[src/rtl/spi_ram_pkg.sv]
// Shared opcode and FSM state definitions for the SPI RAM slave.
`timescale 1ns/1ps
package spi_ram_pkg;

  localparam logic [1:0] OP_WR_ADDR = 2'b00;
  localparam logic [1:0] OP_WR_DATA = 2'b01;
  localparam logic [1:0] OP_RD_ADDR = 2'b10;
  localparam logic [1:0] OP_RD_DATA = 2'b11;

  typedef enum logic [2:0] {
    IDLE,
    OPCODE,
    ADDR_SHIFT,
    WDATA_SHIFT,
    RD_TURN,
    RDATA_SHIFT,
    WAIT_END
  } state_t;

endpackage

[src/rtl/spi_ram_sp.sv]
// Single-port RAM, synchronous read with one cycle latency; writes leave dout untouched.
`timescale 1ns/1ps
module spi_ram_sp #(
  parameter int ADDR_WIDTH = 8,
  parameter int DATA_WIDTH = 8
) (
  input  logic                  clk,
  input  logic                  en,
  input  logic                  we,
  input  logic [ADDR_WIDTH-1:0] addr,
  input  logic [DATA_WIDTH-1:0] din,
  output logic [DATA_WIDTH-1:0] dout
);

  logic [DATA_WIDTH-1:0] mem [2**ADDR_WIDTH];

  // Contents are never reset so configuration survives a controller reset.
  always_ff @(posedge clk) begin
    if (en) begin
      if (we) mem[addr] <= din;
      else    dout      <= mem[addr];
    end
  end

endmodule

[src/rtl/spi_slave_ram_burst.sv]
// SPI slave sampled in the system clock domain, fronting a single-port RAM
// with burst access and optional pointer auto-increment.
//
// state       | meaning
// ------------+-----------------------------------------------------
// IDLE        | no frame; waiting for SS_n low (samples opcode MSB)
// OPCODE      | sampling opcode LSB
// ADDR_SHIFT  | shifting address into wr_ptr or rd_ptr
// WDATA_SHIFT | shifting write words, each committed one edge later
// RD_TURN     | first RAM read in flight, MISO held low
// RDATA_SHIFT | shifting read words out, next word prefetched
// WAIT_END    | extra bits ignored until SS_n high
`timescale 1ns/1ps
module spi_slave_ram_burst
  import spi_ram_pkg::*;
#(
  parameter int ADDR_WIDTH = 8,
  parameter int DATA_WIDTH = 8,
  parameter int AUTO_INC   = 1
) (
  input  logic clk,
  input  logic rst,
  input  logic SS_n,
  input  logic MOSI,
  output logic MISO,
  output logic busy
);

  localparam int SHW = (ADDR_WIDTH > DATA_WIDTH) ? ADDR_WIDTH : DATA_WIDTH;
  localparam int CW  = $clog2(SHW + 1);

  state_t                state, state_nx;
  logic [SHW-1:0]        shreg, shin, dout_ext;
  logic [CW-1:0]         bit_cnt;
  logic [1:0]            op_q;
  logic [ADDR_WIDTH-1:0] wr_ptr, rd_ptr, ram_addr;
  logic [DATA_WIDTH-1:0] wdata, ram_dout;
  logic                  wr_pend, rd_issue, ram_en, ram_we;

  assign shin     = (shreg << 1) | SHW'(MOSI);
  assign dout_ext = SHW'(ram_dout);

  // State register; SS_n high ends any frame through the next-state logic.
  always_ff @(posedge clk) begin
    if (rst) state <= IDLE;
    else     state <= state_nx;
  end

  // Next-state decode.
  always_comb begin
    state_nx = state;
    if (SS_n) begin
      state_nx = IDLE;
    end else begin
      case (state)
        IDLE:        state_nx = OPCODE;
        OPCODE: begin
          case (shin[1:0])
            OP_WR_DATA: state_nx = WDATA_SHIFT;
            OP_RD_DATA: state_nx = RD_TURN;
            default:    state_nx = ADDR_SHIFT;
          endcase
        end
        ADDR_SHIFT:  if (bit_cnt == '0) state_nx = WAIT_END;
        RD_TURN:     state_nx = RDATA_SHIFT;
        default:     state_nx = state;
      endcase
    end
  end

  // RAM port control and status. A completed write word commits on the edge
  // after its LSB even if SS_n rises there; reads only advance while selected.
  always_comb begin
    busy     = (state != IDLE);
    ram_we   = wr_pend & ~rst;
    rd_issue = ~SS_n & ((state == RD_TURN) ||
                        ((state == RDATA_SHIFT) && (bit_cnt == CW'(DATA_WIDTH-1))));
    ram_en   = ram_we | rd_issue;
    ram_addr = wr_pend ? wr_ptr : rd_ptr;
  end

  // Shift, bit-count, pointer and MISO datapath.
  always_ff @(posedge clk) begin
    if (rst) begin
      MISO    <= 1'b0;
      shreg   <= '0;
      bit_cnt <= '0;
      op_q    <= '0;
      wr_ptr  <= '0;
      rd_ptr  <= '0;
      wdata   <= '0;
      wr_pend <= 1'b0;
    end else begin
      wr_pend <= 1'b0;
      if (wr_pend)  wr_ptr <= wr_ptr + ADDR_WIDTH'(AUTO_INC);
      if (rd_issue) rd_ptr <= rd_ptr + ADDR_WIDTH'(AUTO_INC);
      if (SS_n) begin
        MISO    <= 1'b0;
        bit_cnt <= '0;
      end else begin
        case (state)
          IDLE: begin
            MISO  <= 1'b0;
            shreg <= shin;
          end
          OPCODE: begin
            MISO <= 1'b0;
            op_q <= shin[1:0];
            if (shin[1:0] == OP_WR_DATA)      bit_cnt <= CW'(DATA_WIDTH-1);
            else if (shin[1:0] == OP_RD_DATA) bit_cnt <= '0;
            else                              bit_cnt <= CW'(ADDR_WIDTH-1);
          end
          ADDR_SHIFT: begin
            shreg <= shin;
            if (bit_cnt == '0) begin
              if (op_q == OP_WR_ADDR) wr_ptr <= shin[ADDR_WIDTH-1:0];
              else                    rd_ptr <= shin[ADDR_WIDTH-1:0];
            end else begin
              bit_cnt <= bit_cnt - CW'(1);
            end
          end
          WDATA_SHIFT: begin
            shreg <= shin;
            if (bit_cnt == '0) begin
              wdata   <= shin[DATA_WIDTH-1:0];
              wr_pend <= 1'b1;
              bit_cnt <= CW'(DATA_WIDTH-1);
            end else begin
              bit_cnt <= bit_cnt - CW'(1);
            end
          end
          RD_TURN: begin
            MISO    <= 1'b0;
            bit_cnt <= '0;
          end
          RDATA_SHIFT: begin
            // Terminal count reloads from the prefetched RAM word.
            if (bit_cnt == '0) begin
              MISO    <= ram_dout[DATA_WIDTH-1];
              shreg   <= dout_ext << 1;
              bit_cnt <= CW'(DATA_WIDTH-1);
            end else begin
              MISO    <= shreg[DATA_WIDTH-1];
              shreg   <= shreg << 1;
              bit_cnt <= bit_cnt - CW'(1);
            end
          end
          default: MISO <= 1'b0;
        endcase
      end
    end
  end

  spi_ram_sp #(
    .ADDR_WIDTH(ADDR_WIDTH),
    .DATA_WIDTH(DATA_WIDTH)
  ) u_ram (
    .clk (clk),
    .en  (ram_en),
    .we  (ram_we),
    .addr(ram_addr),
    .din (wdata),
    .dout(ram_dout)
  );

endmodule

[config.mk]
export PLATFORM = sky130hd
export DESIGN_NAME = spi_slave_ram_burst
export DESIGN_NICKNAME = d
export VERILOG_FILES = /design/src/rtl/spi_ram_pkg.sv /design/src/rtl/spi_ram_sp.sv /design/src/rtl/spi_slave_ram_burst.sv
export SDC_FILE = /design/constraint.sdc
export NUM_CORES = 2
export LEC_CHECK = 0
export CAP_MARGIN = 20
export CORE_MARGIN = 8
export CORE_UTILIZATION = 35
export DETAILED_ROUTE_END_ITERATION = 10
export PLACE_DENSITY = 0.46
export SYNTH_ARGS = -nofsm -noshare
export SYNTH_HDL_FRONTEND = slang
export SYNTH_SLANG_ARGS = --single-unit
[constraint.sdc]
create_clock -name clk -period 8.55 [get_ports clk]
set_input_delay 1.71 -clock clk [delete_from_list [all_inputs] [get_ports clk]]
set_output_delay 1.71 -clock clk [all_outputs]
set_load 0.01 [all_outputs]
==> results.py <==
metrics = {
    "power": {
        "peakVddDrop_mv": 0.209,
        "finalPower_mw": 20.8,
        "p_leak_nw": 29.7,
        "powerDensity_nw_per_um2": 225,
    },
    "synthesis": {
        "synthFlopType": "edfxtp_1",
        "ys_ff_latch": 2099,
        "synth_area_per_cell_um2": 18.6,
        "synth_enable_flop_cells": 2056,
        "syn-num-nets": 4384,
        "yosysSeqAreaShare_pct": 76.8,
        "syn_inst": 4376,
        "synth.distinct_cells": 58,
        "synthArstFlopShare_pct": 0,
        "ys_warn_count": 0,
        "synthesis.area_um2": 81500,
    },
    "setup_path": {
        "cp.arrival_ps": 5770,
        "end_kind": "register",
        "r2r_start": "wr_pend",
        "critPathKind": "reg2reg",
        "start_kind": "register",
        "rr_worst_depth": 9,
        "critical_path_required_ps": 9140,
        "reg2reg_slack_ps": 3370,
        "cp_max_fo": 99,
        "reg2reg_to": "u_ram.dout[4]",
    },
    "detailed_routing": {
        "routedWlPerCell_um": 29.2,
        "routed-via-count": 41600,
        "antenna_left": 0,
        "via_per_inst": 5.44,
        "drt_first_iter_violations": 4153,
        "first_pass_iters": 6,
        "finalWirelength_um": 223000,
        "drc_errors": 0,
    },
    "finish": {
        "layout_common_cells": "2056 x edfxtp_1, 448 x nand2_1, 352 x mux4_2, 302 x nor2_1, 225 x clkbuf_16",
        "drive_above_1_share_pct": 17.0,
        "fillCellCount": 20800,
        "syn_to_final_growth_pct": 13.2,
        "fin_util_pct": 39.7,
        "nets": 4421,
        "final_common_cell": "edfxtp_1",
    },
    "clock_network": {
        "cts_resized": 0,
        "clk_latency_ps": 880,
        "clkSlewWorstSetupHoldPaths_ps": 60,
        "cts_max_level": 4,
        "postCtsHoldBufs": 0,
        "cts_made_buffers": 223,
        "clock_sinks": 2099,
        "post-cts-setup-buffer-count": 0,
        "clockBufferDepth": 3,
        "cts_tree": "built",
        "root_buffer": "clkbuf_16",
    },
    "outcome": {
        "outcome": "complete, no violations",
    },
    "timing": {
        "skew_ps": 55.4,
        "tightest_slew_ps": 1300,
        "relSlewSlack_pct": 13.1,
        "hold_violations": 0,
        "fmax_ghz": 0.193,
        "min_period_ps": 5180,
        "tns_ps": 0,
        "timing.final.crit_share_pct": 60.6,
        "setup_viol": 0,
        "slew_violations": 0,
        "rsz0062_at_grt": "false",
    },
    "die": {
        "dieArea_um2": 248000,
        "start_util_pct": 35.1,
        "io_pins": 6,
        "core_area_um2": 232000,
        "die_w_um": 498,
        "fp.dieH_um": 498,
        "rows": 177,
    },
    "placement": {
        "hpwl_um": 132000,
        "portBuffers": 5,
        "gp_congestion": 0.784,
    },
    "min_path": {
        "worstHoldEndpoint": "shreg[7]",
        "hold_path_class": "reg2reg",
        "worstHoldPathCells": 2,
        "hp-start": "shreg[7]",
    },
    "grt": {
        "grt_pass1_vias": 41800,
        "track_usage_pct": 17.5,
        "grt_start_max_net_pins": 189,
        "grt-ovfl-total": 0,
        "grt_pass1_wl_um": 321000,
        "antenna_found_initial": 8,
    },
    "run": {
        "cap_violations": 0,
    },
}
## metrics by stage
step / area [µm²] / hold slack, ps / worst slack [ps] / std cells
4_1_cts: 92200 / 514 / 3160 / 7642
3_3_place_gp: 85000 / 499 / 3220 / 7228
2_1_floorplan: 81500 / 477 / 4300 / 4376
6_report: 92200 / 513 / 3370 / 7646
3_5_place_dp: 85000 / 505 / 3200 / 7230
5_1_grt: 92200 / 536 / 2960 / 7645
## cell families (layout without fill, tap and decap cells)
group                      count (synthesis)  count (layout)  share of synthesized area, %
xor gates and xnor gates                  15              15                         0.161
adders and majority gates                  4               4                        0.0614
other                                      0               3                             0
AOI/OAI and AO/OA                        443             443                          4.27
DFF                                     2099            2099                          76.8
and+or+nand+nor                         1025            1025                          5.44
muxes                                    508             508                          11.7
buffers and inverters                    282             506                          1.57
## worst max-delay path by stage
stage | startpoint | endpoint | slack (ps) | cells after the start
6_report | wr_pend | u_ram.dout[4] | 3370 | 9
5_1_grt | wr_pend | u_ram.dout[0] | 2960 | 9
4_1_cts | wr_pend | u_ram.dout[4] | 3160 | 9
3_5_place_dp | wr_pend | u_ram.dout[4] | 3200 | 9
3_3_place_gp | wr_pend | u_ram.dout[4] | 3220 | 9
2_1_floorplan | wdata[0] | u_ram.mem[0][0] | 4300 | 0
## flip-flops by register name (all words and copies together), names as in the netlist
signal / cells
wr_pend: 1
state: 3
op_q: 2
wdata: 8
u_ram.dout: 8
shreg: 8
u_ram.mem: 2048
wr_ptr: 8
rd_ptr: 8
MISO: 1
bit_cnt: 4
## metal layers
| metal | up-vias | share of wire [%] | GRT usage, % |
|---|---|---|---|
| li1 | 17900 | - | - |
| met1 | 22300 | 46 | 25.6 |
| met2 | 1123 | 47 | 27.6 |
| met3 | 258 | 5.2 | 2.87 |
| met4 | 0 | 2.0 | 4.03 |
| met5 | - | 0 | 0 |
## cells in the mapped netlist, types with 24 or more instances
cell type | number | area [µm²]
dfxtp_1 | 43 | 861
mux4_2 | 352 | 7930
buf_2 | 76 | 380
a221oi_1 | 64 | 561
and3_1 | 35 | 219
edfxtp_1 | 2056 | 61700
clkbuf_1 | 153 | 574
mux2i_1 | 153 | 1530
nand4_1 | 60 | 375
a22oi_1 | 192 | 1440
nand2_1 | 454 | 1700
nand3_1 | 119 | 596
nor2_1 | 302 | 1130
a311oi_1 | 48 | 420
a211oi_1 | 24 | 180
a31oi_1 | 26 | 163
## critical path, cell delays in order (launching register included)
cell and delay [ps]:
dfxtp_2 1000, mux2_8 720, buf_12 520, buf_4 540
mux4_2 560, a22oi_1 300, nand4_1 220, o21ai_1 340
o31a_1 280, o2111ai_1 130
## area by class of cell
type / instances / area (µm²) / share of cell area, %
clock inverter: 145 / 1380 / 1.50
multi-input combinational: 1995 / 17800 / 19.3
antenna: 3 / 7.51 / 0.00814
clock buffer: 267 / 5790 / 6.28
timing repair buffer: 85 / 803 / 0.871
tap: 3043 / 3810 / 4.13
inverter: 9 / 33.8 / 0.0366
sequential: 2099 / 62600 / 67.9
## report_power, final
group | switching (mW) | total (mW) | internal [mW]
registers | 0.0134 | 11.1 | 11.1
logic | 0.0722 | 0.117 | 0.0453
clock network | 4.07 | 9.53 | 5.45
(Power assumes the default switching activity.)
